<file path="config.mk">
export PLATFORM = sky130hd
export DESIGN_NAME = dat_mem_bank_ctrl
export DESIGN_NICKNAME = d
export VERILOG_FILES = /design/src/rtl/gP.sv /design/src/rtl/dat_mem_array.sv /design/src/rtl/dat_mem_bank_ctrl.sv
export SDC_FILE = /design/constraint.sdc
export NUM_CORES = 1
export LEC_CHECK = 0
export ABC_CLOCK_PERIOD_IN_PS = 5000
export CAP_MARGIN = 10
export CORE_UTILIZATION = 45
export CTS_CLUSTER_DIAMETER = 150
export CTS_CLUSTER_SIZE = 25
export DETAILED_ROUTE_END_ITERATION = 8
export PLACE_DENSITY = 0.65
export SLEW_MARGIN = 30
export SYNTH_ARGS = -nofsm -noshare
export SYNTH_HDL_FRONTEND = slang
export SYNTH_SLANG_ARGS = --single-unit
</file>
<file path="constraint.sdc">
create_clock -name CLK -period 5 [get_ports CLK]
set_input_delay 1 -clock CLK [delete_from_list [all_inputs] [get_ports CLK]]
set_output_delay 1 -clock CLK [all_outputs]
set_load 0.02 [all_outputs]
</file>
<file path="src/rtl/gP.sv">
// Shared types and default geometry for the datapath data memory.
package gP;
   localparam int width   = 16;
   localparam int rowData = 8;

   typedef enum logic {DM_SCRUB, DM_IDLE} dm_state_t;
endpackage

</file>
<file path="src/rtl/dat_mem_array.sv">
// WIDTH x DEPTH word store with a byte-lane write port and a registered read port.
module dat_mem_array
   import gP::*;
#(
   parameter int WIDTH = width,
   parameter int DEPTH = rowData,
   localparam int IDX_W = $clog2(DEPTH),
   localparam int NB    = WIDTH / 8
) (
   input  logic             clk_i,
   input  logic             rst_i,
   input  logic             we_i,
   input  logic [IDX_W-1:0] waddr_i,
   input  logic [WIDTH-1:0] wdata_i,
   input  logic [NB-1:0]    be_i,
   input  logic             re_i,
   input  logic [IDX_W-1:0] raddr_i,
   input  logic             rzero_i,
   output logic [WIDTH-1:0] rdata_o
);

   logic [WIDTH-1:0] mem_q [DEPTH];
   logic [WIDTH-1:0] rdata_q;

   // NOTE: storage has no reset so it maps onto RAM; the controller's scrub gives it a known start.
   always_ff @(posedge clk_i) begin
      if (we_i) begin
         for (int i = 0; i < NB; i++) begin
            if (be_i[i]) mem_q[waddr_i][8*i +: 8] <= wdata_i[8*i +: 8];
         end
      end
   end

   // Read-first: a same-edge write to this index lands after the old word is captured.
   always_ff @(posedge clk_i or posedge rst_i) begin
      if (rst_i)     rdata_q <= '0;
      else if (re_i) rdata_q <= rzero_i ? '0 : mem_q[raddr_i];
   end

   assign rdata_o = rdata_q;

endmodule

</file>
<file path="src/rtl/dat_mem_bank_ctrl.sv">
// Data memory controller: scrub FSM, range check, request gating and read/error strobes.
module dat_mem_bank_ctrl
   import gP::*;
#(
   parameter int WIDTH  = width,
   parameter int DEPTH  = rowData,
   parameter int ADDR_W = 16
) (
   input  logic                 CLK,
   input  logic                 RST,
   input  logic [ADDR_W-1:0]    ADDR,
   input  logic [WIDTH-1:0]     WriteDat,
   input  logic [WIDTH/8-1:0]   BE,
   input  logic                 WEN,
   input  logic                 REN,
   input  logic                 CLR,
   output logic [WIDTH-1:0]     ReadDat,
   output logic                 RVALID,
   output logic                 ERR,
   output logic                 BUSY
);

   localparam int IDX_W = $clog2(DEPTH);
   localparam int NB    = WIDTH / 8;

   dm_state_t        state_q;
   logic [IDX_W-1:0] idx_q;
   logic             busy_q;
   logic             rvalid_q;
   logic             err_q;

   logic             idle;
   logic             in_range;
   logic             req_ok;
   logic             wr_acc;
   logic             rd_acc;
   logic [IDX_W-1:0] req_idx;

   assign idle     = (state_q == DM_IDLE);
   assign in_range = (ADDR < ADDR_W'(DEPTH));
   assign req_idx  = ADDR[IDX_W-1:0];
   // CLR takes priority over any load/store presented in the same cycle.
   assign req_ok   = idle && !CLR;
   assign wr_acc   = req_ok && WEN && in_range;
   assign rd_acc   = req_ok && REN;

   // NOTE: every state register updates with <= so all flops see the pre-edge values.
   always_ff @(posedge CLK or posedge RST) begin
      if (RST) begin
         state_q  <= DM_SCRUB;
         idx_q    <= '0;
         busy_q   <= 1'b1;
         rvalid_q <= 1'b0;
         err_q    <= 1'b0;
      end else begin
         rvalid_q <= rd_acc;
         err_q    <= req_ok && (WEN || REN) && !in_range;
         case (state_q)
            DM_SCRUB: begin
               idx_q <= idx_q + 1'b1;
               if (idx_q == IDX_W'(DEPTH - 1)) begin
                  state_q <= DM_IDLE;
                  busy_q  <= 1'b0;
               end
            end
            DM_IDLE: begin
               if (CLR) begin
                  state_q <= DM_SCRUB;
                  idx_q   <= '0;
                  busy_q  <= 1'b1;
               end
            end
            default: begin
               state_q <= DM_SCRUB;
               idx_q   <= '0;
               busy_q  <= 1'b1;
            end
         endcase
      end
   end

   dat_mem_array #(
      .WIDTH (WIDTH),
      .DEPTH (DEPTH)
   ) u_array (
      .clk_i   (CLK),
      .rst_i   (RST),
      .we_i    (!idle || wr_acc),
      .waddr_i (idle ? req_idx : idx_q),
      .wdata_i (idle ? WriteDat : '0),
      .be_i    (idle ? BE : {NB{1'b1}}),
      .re_i    (rd_acc),
      .raddr_i (req_idx),
      .rzero_i (!in_range),
      .rdata_o (ReadDat)
   );

   assign RVALID = rvalid_q;
   assign ERR    = err_q;
   assign BUSY   = busy_q;

endmodule
</file>
### Word level (Yosys, flattened, before mapping)

Memories as Yosys holds them, arrays and structs flattened.
Cells that the tools add are included.

* add/subtract/negate cells: 1
* magnitude comparators: 1
* eq/ne operators: 3
* multiplexer cells: 18
* bitwise operators: 1
* reductions and logical operators: 12

Operator list (count)
* two-way mux 16 bit: 2
* < comparator 16 x 4 -> 1 bit (second input constant): 1
* two-way mux 1 bit: 10
* logical AND 1 bit: 6
* two-way mux 3 bit: 2
* case mux 3 bit (2 select lines): 1
* != test 2 bit (second input constant): 2
* case mux 1 bit (2 select lines): 2
* adder 3 x 1 -> 3 bit (second input constant): 1
* equality test 3 bit (second input constant): 1
* zero test 1 bit: 3
* logical OR 1 bit: 2
* two-way mux 2 bit: 1
* AND reduction 2 bit: 1
* NOT 1 bit: 1

* register bits after elaboration: 23
* RAM bits: 128
* input port bits: 39
* output and inout bits: 19
* word-level logic and storage cells: 43
* memories: 1

Memories
* u_array.mem_q: words 8, width 16, read ports 1, clocked after memory_dff 0, write ports 1, line dat_mem_array.sv:22 `logic [WIDTH-1:0] mem_q [DEPTH];`

### Depth between registers and ports, before layout

Gate-level depths: netlist of the first run.

* depth in word-level cells: 7
* depth in mapped cells: 6
* gate-level depth less buffers: 5

### Cells and area by module

From an unflattened synthesis of the first run, not the netlist that was laid out.

* cells, all modules: 359
* area, all modules: 6142.1 µm²

Modules (own cells, without submodules)
* dat_mem_array: times used 1, cells an instance 304, area each 5641.7 µm²
* dat_mem_bank_ctrl: times used 1, cells an instance 55, area each 500.5 µm²

### Least setup slack after synthesis of the first run

No wires, ideal clock.

* path type: input -> register
* from: in ADDR[7]
* to: mem u_array.mem_q[0][0] in the netlist's numbering (enable)
* setup time: 0.370 ns
* data arrival time: 2.531 ns
* setup slack: 2.099 ns
* stages: 4
* path buffers: 0
* cell sequence: or4_4 nor4_4 a31oi_1 nor2_1

* cells in the longest elaborated chain, start to end: 5

Ends and longest elaborated chain
* start: declaration: line dat_mem_bank_ctrl.sv:11 `input logic [ADDR_W-1:0] ADDR,`
* < comparator 16 x 4 -> 1 bit: line dat_mem_bank_ctrl.sv:40 `assign in_range = (ADDR < ADDR_W'(DEPTH));`
* logical AND 1 bit: line dat_mem_bank_ctrl.sv:44 `assign wr_acc = req_ok && WEN && in_range;`
* logical OR 1 bit: line dat_mem_bank_ctrl.sv:88 `.we_i (!idle || wr_acc),`
* two-way mux 1 bit: line dat_mem_array.sv:27 `if (we_i) begin`
* two-way mux 1 bit (implied by the code): line dat_mem_array.sv:29 `if (be_i[i]) mem_q[waddr_i][8*i +: 8] <= wdata_i[8*i +: 8];`
* end: declaration: line dat_mem_array.sv:22

Every way passes these cells.

### Worst setup path after layout of the first run

* from: in ADDR[7]
* to: mem u_array.mem_q[3][10] in the netlist's numbering (enable)

The elaborated chain is that of the path after synthesis.

==> reports/qor.yml, run 1 <==
yosys:
  synthArstFlopShare_pct: 15.23
  ys_warn_count: 0
  synthTopCellsByArea: "edfxtp_1 64%, dfrtp_1 9.1%, mux4_2 7.8%"
  ys.flop_type: "edfxtp_1"
  syn_inst: 321
  syn_area_um2: 6028
  syn_nets: 362
  ys_top_cells_by_count: "128 x edfxtp_1, 22 x dfrtp_1, 21 x mux4_2, 21 x nand2_1, 18 x nor2_1"
  synth_seq_area_share_pct: 73.33
  synth.distinct_cells: 35
  synth_top_area_cell: "edfxtp_1"
  synth_top_area_share_pct: 63.76
  synth-edff-count: 128
  yosysMostFrequentCell: "edfxtp_1"
  synth-seq-cells: 151
  syn_avg_cell_area_um2: 18.78
cells_and_area:
  fill_cells: 939
  areaGrowthSynthToFinish_pct: 22.37
  multi_input_area_um2: 1499
  drive_gt1_share_pct: 14.39
  seqCellArea_um2: 4422
  antennaDiodeCount: 0
  post-route-util_pct: 57.52
  num-nets-final: 426
route:
  drt-pass1-iter-count: 6
  routed-via-count: 3083
  drc: 0
  routedWlPerCell_um: 20.25
  drt-vias-per-instance: 5.428
  wirelength_um: 11500
  drtAntennaViolNets: 0
  first_iter_violations: 295
sta:
  period_needed_ns: 3.407
  rsz0062_at_grt: "false"
  relSlewSlack_pct: 43.31
  min_period_over_period_pct: 68.15
  final_hold_viol_count: 0
  fmax_ghz: 0.2935
  tightest_slew_ns: 0.8472
  setup_viol: 0
  finClkSkew_ns: 0.007693
  worst_slack_ns: 1.593
  setup_tns_ns: 0
  final_max_slew_viol_count: 0
global_routing:
  antenna_found_initial: 0
  grt_pass1_vias: 3108
  grt_max_degree: 33
  grt_usage_pct: 18.11
  grt_pass1_wl_um: 18200
  grt-ovfl-total: 0
clocking:
  clockBufferDepth: 2
  postCtsSetupBuffers: 0
  numCtsBuffers: 17
  cts_sinks: 151
  cts_root_buffer: "clkbuf_16"
  htree_levels: 4
  cts_tree: "yes"
  cts_hold_buffers: 0
  clk_pin_slew_worst_paths_ns: 0.06
  clock_latency_ns: 0.41
  cts_resized: 0
power:
  max-vdd-ir-drop_v: 0.0002966
  leakage_nw: 2.625
  p_per_area_nw_per_um2: 558.5
setup_path:
  worstPathArrival_ns: 3.44
  r2r_start: "idle"
  critical_path_peak_fanout: 8
  crit_required_ns: 5.03
  start_kind: "primary input"
  r2r_end: "u_array.mem_q[3][10]"
  critPathKind: "primary input to register"
  end_kind: "register"
  reg2reg_setup_slack_ns: 2.30
  reg2reg_depth: 4
floorplan:
  io_pins: 58
  dieArea_um2: 13860
  num_rows: 41
  core-area_um2: 12820
  die_w_um: 117.7
  die_h_um: 117.7
  initial_core_util_pct: 47.00
placement:
  pre_cts_ws_ns: 1.207
  dp_hpwl_um: 7971
  gp_congestion: 0.7575
  port_buffers: 57
min_path:
  whs_path_depth: 2
  hp-class: "register to register"
  min_from: "BUSY"
  whs_endpoint: "BUSY"
outcome:
  status: "finished clean"
run:
  maxCapViolCount: 0
-- critical path: stages --
cell             delay, ns
clkdlybuf4s50_1       0.40
or4_4                 0.54
nor4_4                0.49
a31oi_1               0.28
nor2_1                0.72
-- state kept, by name (all words and copies together), names as in the netlist --
name             cells
BUSY                 1
ERR                  1
RVALID               1
idle                 1
idx_q                3
u_array.mem_q      128
u_array.rdata_o     16
-- stage by stage --
stage / power, W / instance area [µm²] / std cells / hold WS, ns
after floorplan: 0.002460 / 6028 / 321 / 0.4935
after global placement: 0.002732 / 6738 / 538 / 0.4638
after detailed placement: 0.002770 / 6738 / 538 / 0.4730
after CTS: 0.004153 / 7376 / 568 / 0.4824
after global routing: 0.004302 / 7377 / 568 / 0.5061
final: 0.004120 / 7377 / 568 / 0.4762
-- layout make-up --
cell class | instances | share of cell area (%)
Tap cell | 172 | 2.917
Inverter | 6 | 0.3053
Sequential cell | 151 | 59.94
Clock inverter | 11 | 2.782
Multi-Input combinational cell | 150 | 20.32
Timing Repair Buffer | 59 | 7.870
Clock buffer | 19 | 5.868
-- layout by cell type, fill, tap and decap left out, drive strengths merged, types with 2 or more instances in the layout --
cell	instances
inv	5
and2	17
dfrtp	22
ha	2
o21ai	19
and4	2
nor2	18
o2bb2ai	2
clkinv	5
bufinv	6
or4	2
clkdlybuf4s50	56
nor3	3
mux4	32
nand2	21
a21o	2
edfxtp	128
buf	3
clkbuf	19
nor2b	2
mux2i	15
a31oi	7
-- per-layer routing --
metal / wire [µm] / GRT usage [%]
met3: 827 / 5.766
met1: 5530 / 26.83
met4: 123 / 7.532
met5: 0 / 0
met2: 5018 / 24.63
-- power by group --
group          internal, W  switching [W]  total (W)
clock network     0.000924       0.000458    0.00138
logic             0.000256       0.000475   0.000731
registers          0.00187       0.000137    0.00201
-- cell families after synthesis --
logic type | synth area share [%]
compound gates | 3.134
fa+ha+maj | 0.4150
buf+inv | 1.805
flops | 73.33
mux | 15.13
simple gates | 6.185
-- how the worst max path moves through the flow --
stage	from	endpoint	slack [ns]	cells after the start
floorplan	ADDR[7]	u_array.mem_q[0][0]	2.10	4
global placement	ADDR[7]	u_array.mem_q[2][10]	1.31	5
detailed placement	ADDR[7]	u_array.mem_q[3][12]	1.21	5
CTS	ADDR[7]	u_array.mem_q[3][11]	1.65	5
global route	ADDR[7]	u_array.mem_q[3][8]	1.49	5
finish	ADDR[7]	u_array.mem_q[3][10]	1.59	5
Note: power is estimated with default switching activity, not from simulation.
==> inputs of run 2 (changes only) <==
Settings changed: ABC_CLOCK_PERIOD_IN_PS 5000 to 3300.
Clock period 5 ns to 3.3 ns, I/O delays scaled along.
==> reports/qor.yml, run 2 (synthesis results as in run 1) <==
floorplan:
  die_h_um: 117.7  # unchanged
  initial_core_util_pct: 47.00  # unchanged
  core-area_um2: 12820  # unchanged
  die_w_um: 117.7  # unchanged
  dieArea_um2: 13860  # unchanged
  io_pins: 58  # unchanged
  num_rows: 41  # unchanged
cells_and_area:
  largest-register: "u_array.mem_q"
  drive_gt1_share_pct: 18.57  # +4.2 points
  num-nets-final: 448  # +5.2%
  areaGrowthSynthToFinish_pct: 24.03
  layout_commonest_cell: "edfxtp_1"
  largest_reg_flops: 128  # unchanged
  post-route-util_pct: 58.30  # +0.78 points
  antennaDiodeCount: 0  # unchanged
  final_cell_mix: "128 x edfxtp_1, 56 x clkdlybuf4s50_1, 22 x dfrtp_1, 22 x buf_4"
sta:
  hold_slack_ns: 0.4752  # -0.0009870 ns
  period_needed_ns: 2.623
  fmax_ghz: 0.3812
  min_period_over_period_pct: 79.49
  worst_slack_ns: 0.6768  # -0.9159 ns
  setup_tns_ns: 0  # unchanged
  finClkSkew_ns: 0.005771  # -0.001922 ns
  final_hold_viol_count: 0  # unchanged
  final_max_slew_viol_count: 0  # unchanged
  relSlewSlack_pct: 47.51  # +4.2 points
  tightest_slew_ns: 0.7825  # -0.06469 ns
  setup_viol: 0  # unchanged
  rsz0062_at_grt: "false"
global_routing:
  grt_pass1_vias: 3221  # +3.6%
  grt_pass1_wl_um: 18760  # +3.1%
  grt_usage_pct: 18.81  # +0.70 points
  grt_max_degree: 35  # +6.1%
  grt-ovfl-total: 0  # unchanged
  antenna_found_initial: 0  # unchanged
clocking:
  cts_tree: "yes"
  cts_root_buffer: "clkbuf_16"
  cts_resized: 0  # unchanged
  postCtsSetupBuffers: 0  # unchanged
  clk_pin_slew_worst_paths_ns: 0.05  # about the same
  htree_levels: 4  # unchanged
  numCtsBuffers: 17  # unchanged
  clock_latency_ns: 0.42  # about the same
  cts_sinks: 151  # unchanged
  cts_hold_buffers: 0  # unchanged
  clockBufferDepth: 2  # unchanged
placement:
  dp_hpwl_um: 8235  # +3.3%
  port_buffers: 57  # unchanged
  gp_congestion: 0.7467  # -1.4%
  pre_cts_ws_ns: 0.2538  # -0.9534 ns
route:
  wirelength_um: 11850  # +3.1%
  first_iter_violations: 224  # -24%
  drc: 0  # unchanged
  drt-pass1-iter-count: 4  # -2
  routedWlPerCell_um: 20.02  # -1.1%
  routed-via-count: 3212  # +4.2%
  drtAntennaViolNets: 0  # unchanged
  drt-vias-per-instance: 5.426  # about the same
min_path:
  hp-class: "register to register"
  min_from: "u_array.rdata_o[5]"
power:
  max-vdd-ir-drop_v: 0.0004618  # +56%
  leakage_nw: 2.712  # +3.3%
  finalPower_w: 0.006089  # +48%
  p_per_area_nw_per_um2: 814.3  # +46%
setup_path:
  critical_path_peak_fanout: 8  # unchanged
  crit_required_ns: 3.42  # -1.61 ns
  cp_slowest_cell: "or4_4"
  end_kind: "register"
  start_kind: "primary input"
  timing.critical_path.from: "ADDR[7]"
  cp_cell_sequence: "clkdlybuf4s50_1 > or4_4 > nor4_4 > a31oi_1 > nor2_1 > buf_4"
  worstPathArrival_ns: 2.75  # -0.69 ns
  r2r_start: "idle"
  slowest_delay_ns: 0.54  # -0.18 ns
  critPathKind: "primary input to register"
outcome:
  status: "finished clean"
run:
  maxCapViolCount: 0  # unchanged
run 2: cell types whose count changed in the layout (fill, tap and decap cells not counted), moves of 2 or more:
cell       previous run  this run
buf_12                0         2
clkbuf_1              2         5
bufinv_16             6         2
buf_4                 2        22
clkinv_2              2         5
run 2: worst paths after layout:
path	end	slack [ns]	depth (start not counted)
worst max-delay path	u_array.mem_q[3][9]	0.68	6
worst min-delay path	u_array.rdata_o[5]	0.48	2
worst max register to register	u_array.mem_q[7][8]	1.53	6
worst min register to register	u_array.rdata_o[5]	0.48	2
max in group asynchronous	idx_q[0]	2.32	2
min in group asynchronous	u_array.rdata_o[13]	0.60	2
run 2: area by class of cell:
type,instances,area [µm²]
Tap cell,172,215.2
Sequential cell,151,4420
Clock inverter,10,105.1
Timing Repair Buffer,81,770.7
Fill cell,943,5348
Multi-Input combinational cell,150,1499
Inverter,6,22.52
Clock buffer,22,444.2
run 2: per-layer routing:
layer / wire length, µm / part of all wire [%] / track usage [%] / up-vias
li1: - / - / - / 1456
met1: 5548 / 47 / 27.43 / 1616
met2: 5342 / 45 / 26.76 / 126
met3: 802 / 6.8 / 5.523 / 14
met4: 160 / 1.3 / 6.971 / 0
met5: 0 / 0 / 0 / -
run 2: power breakdown:
part           switching, W  internal, W
Sequential         0.000160      0.00282
Combinational      0.000796     0.000518
Clock              0.000691      0.00110
Total               0.00165      0.00444
run 2: through the flow:
| stage | std cells | instance area, µm² |
|---|---|---|
| 3_5_place_dp | 560 | 6928 |
| 5_1_grt | 592 | 7477 |
| 2_1_floorplan | 321 | 6028 |
| 4_1_cts | 592 | 7477 |
| 6_report | 592 | 7477 |
| 3_3_place_gp | 560 | 6928 |
run 2: worst max-delay path: cells and delay by family:
family,cells,cell delay (ns)
AOI/OAI and AO/OA,1,0.30
buffers and inverters,2,0.59
and+or+nand+nor,3,1.19
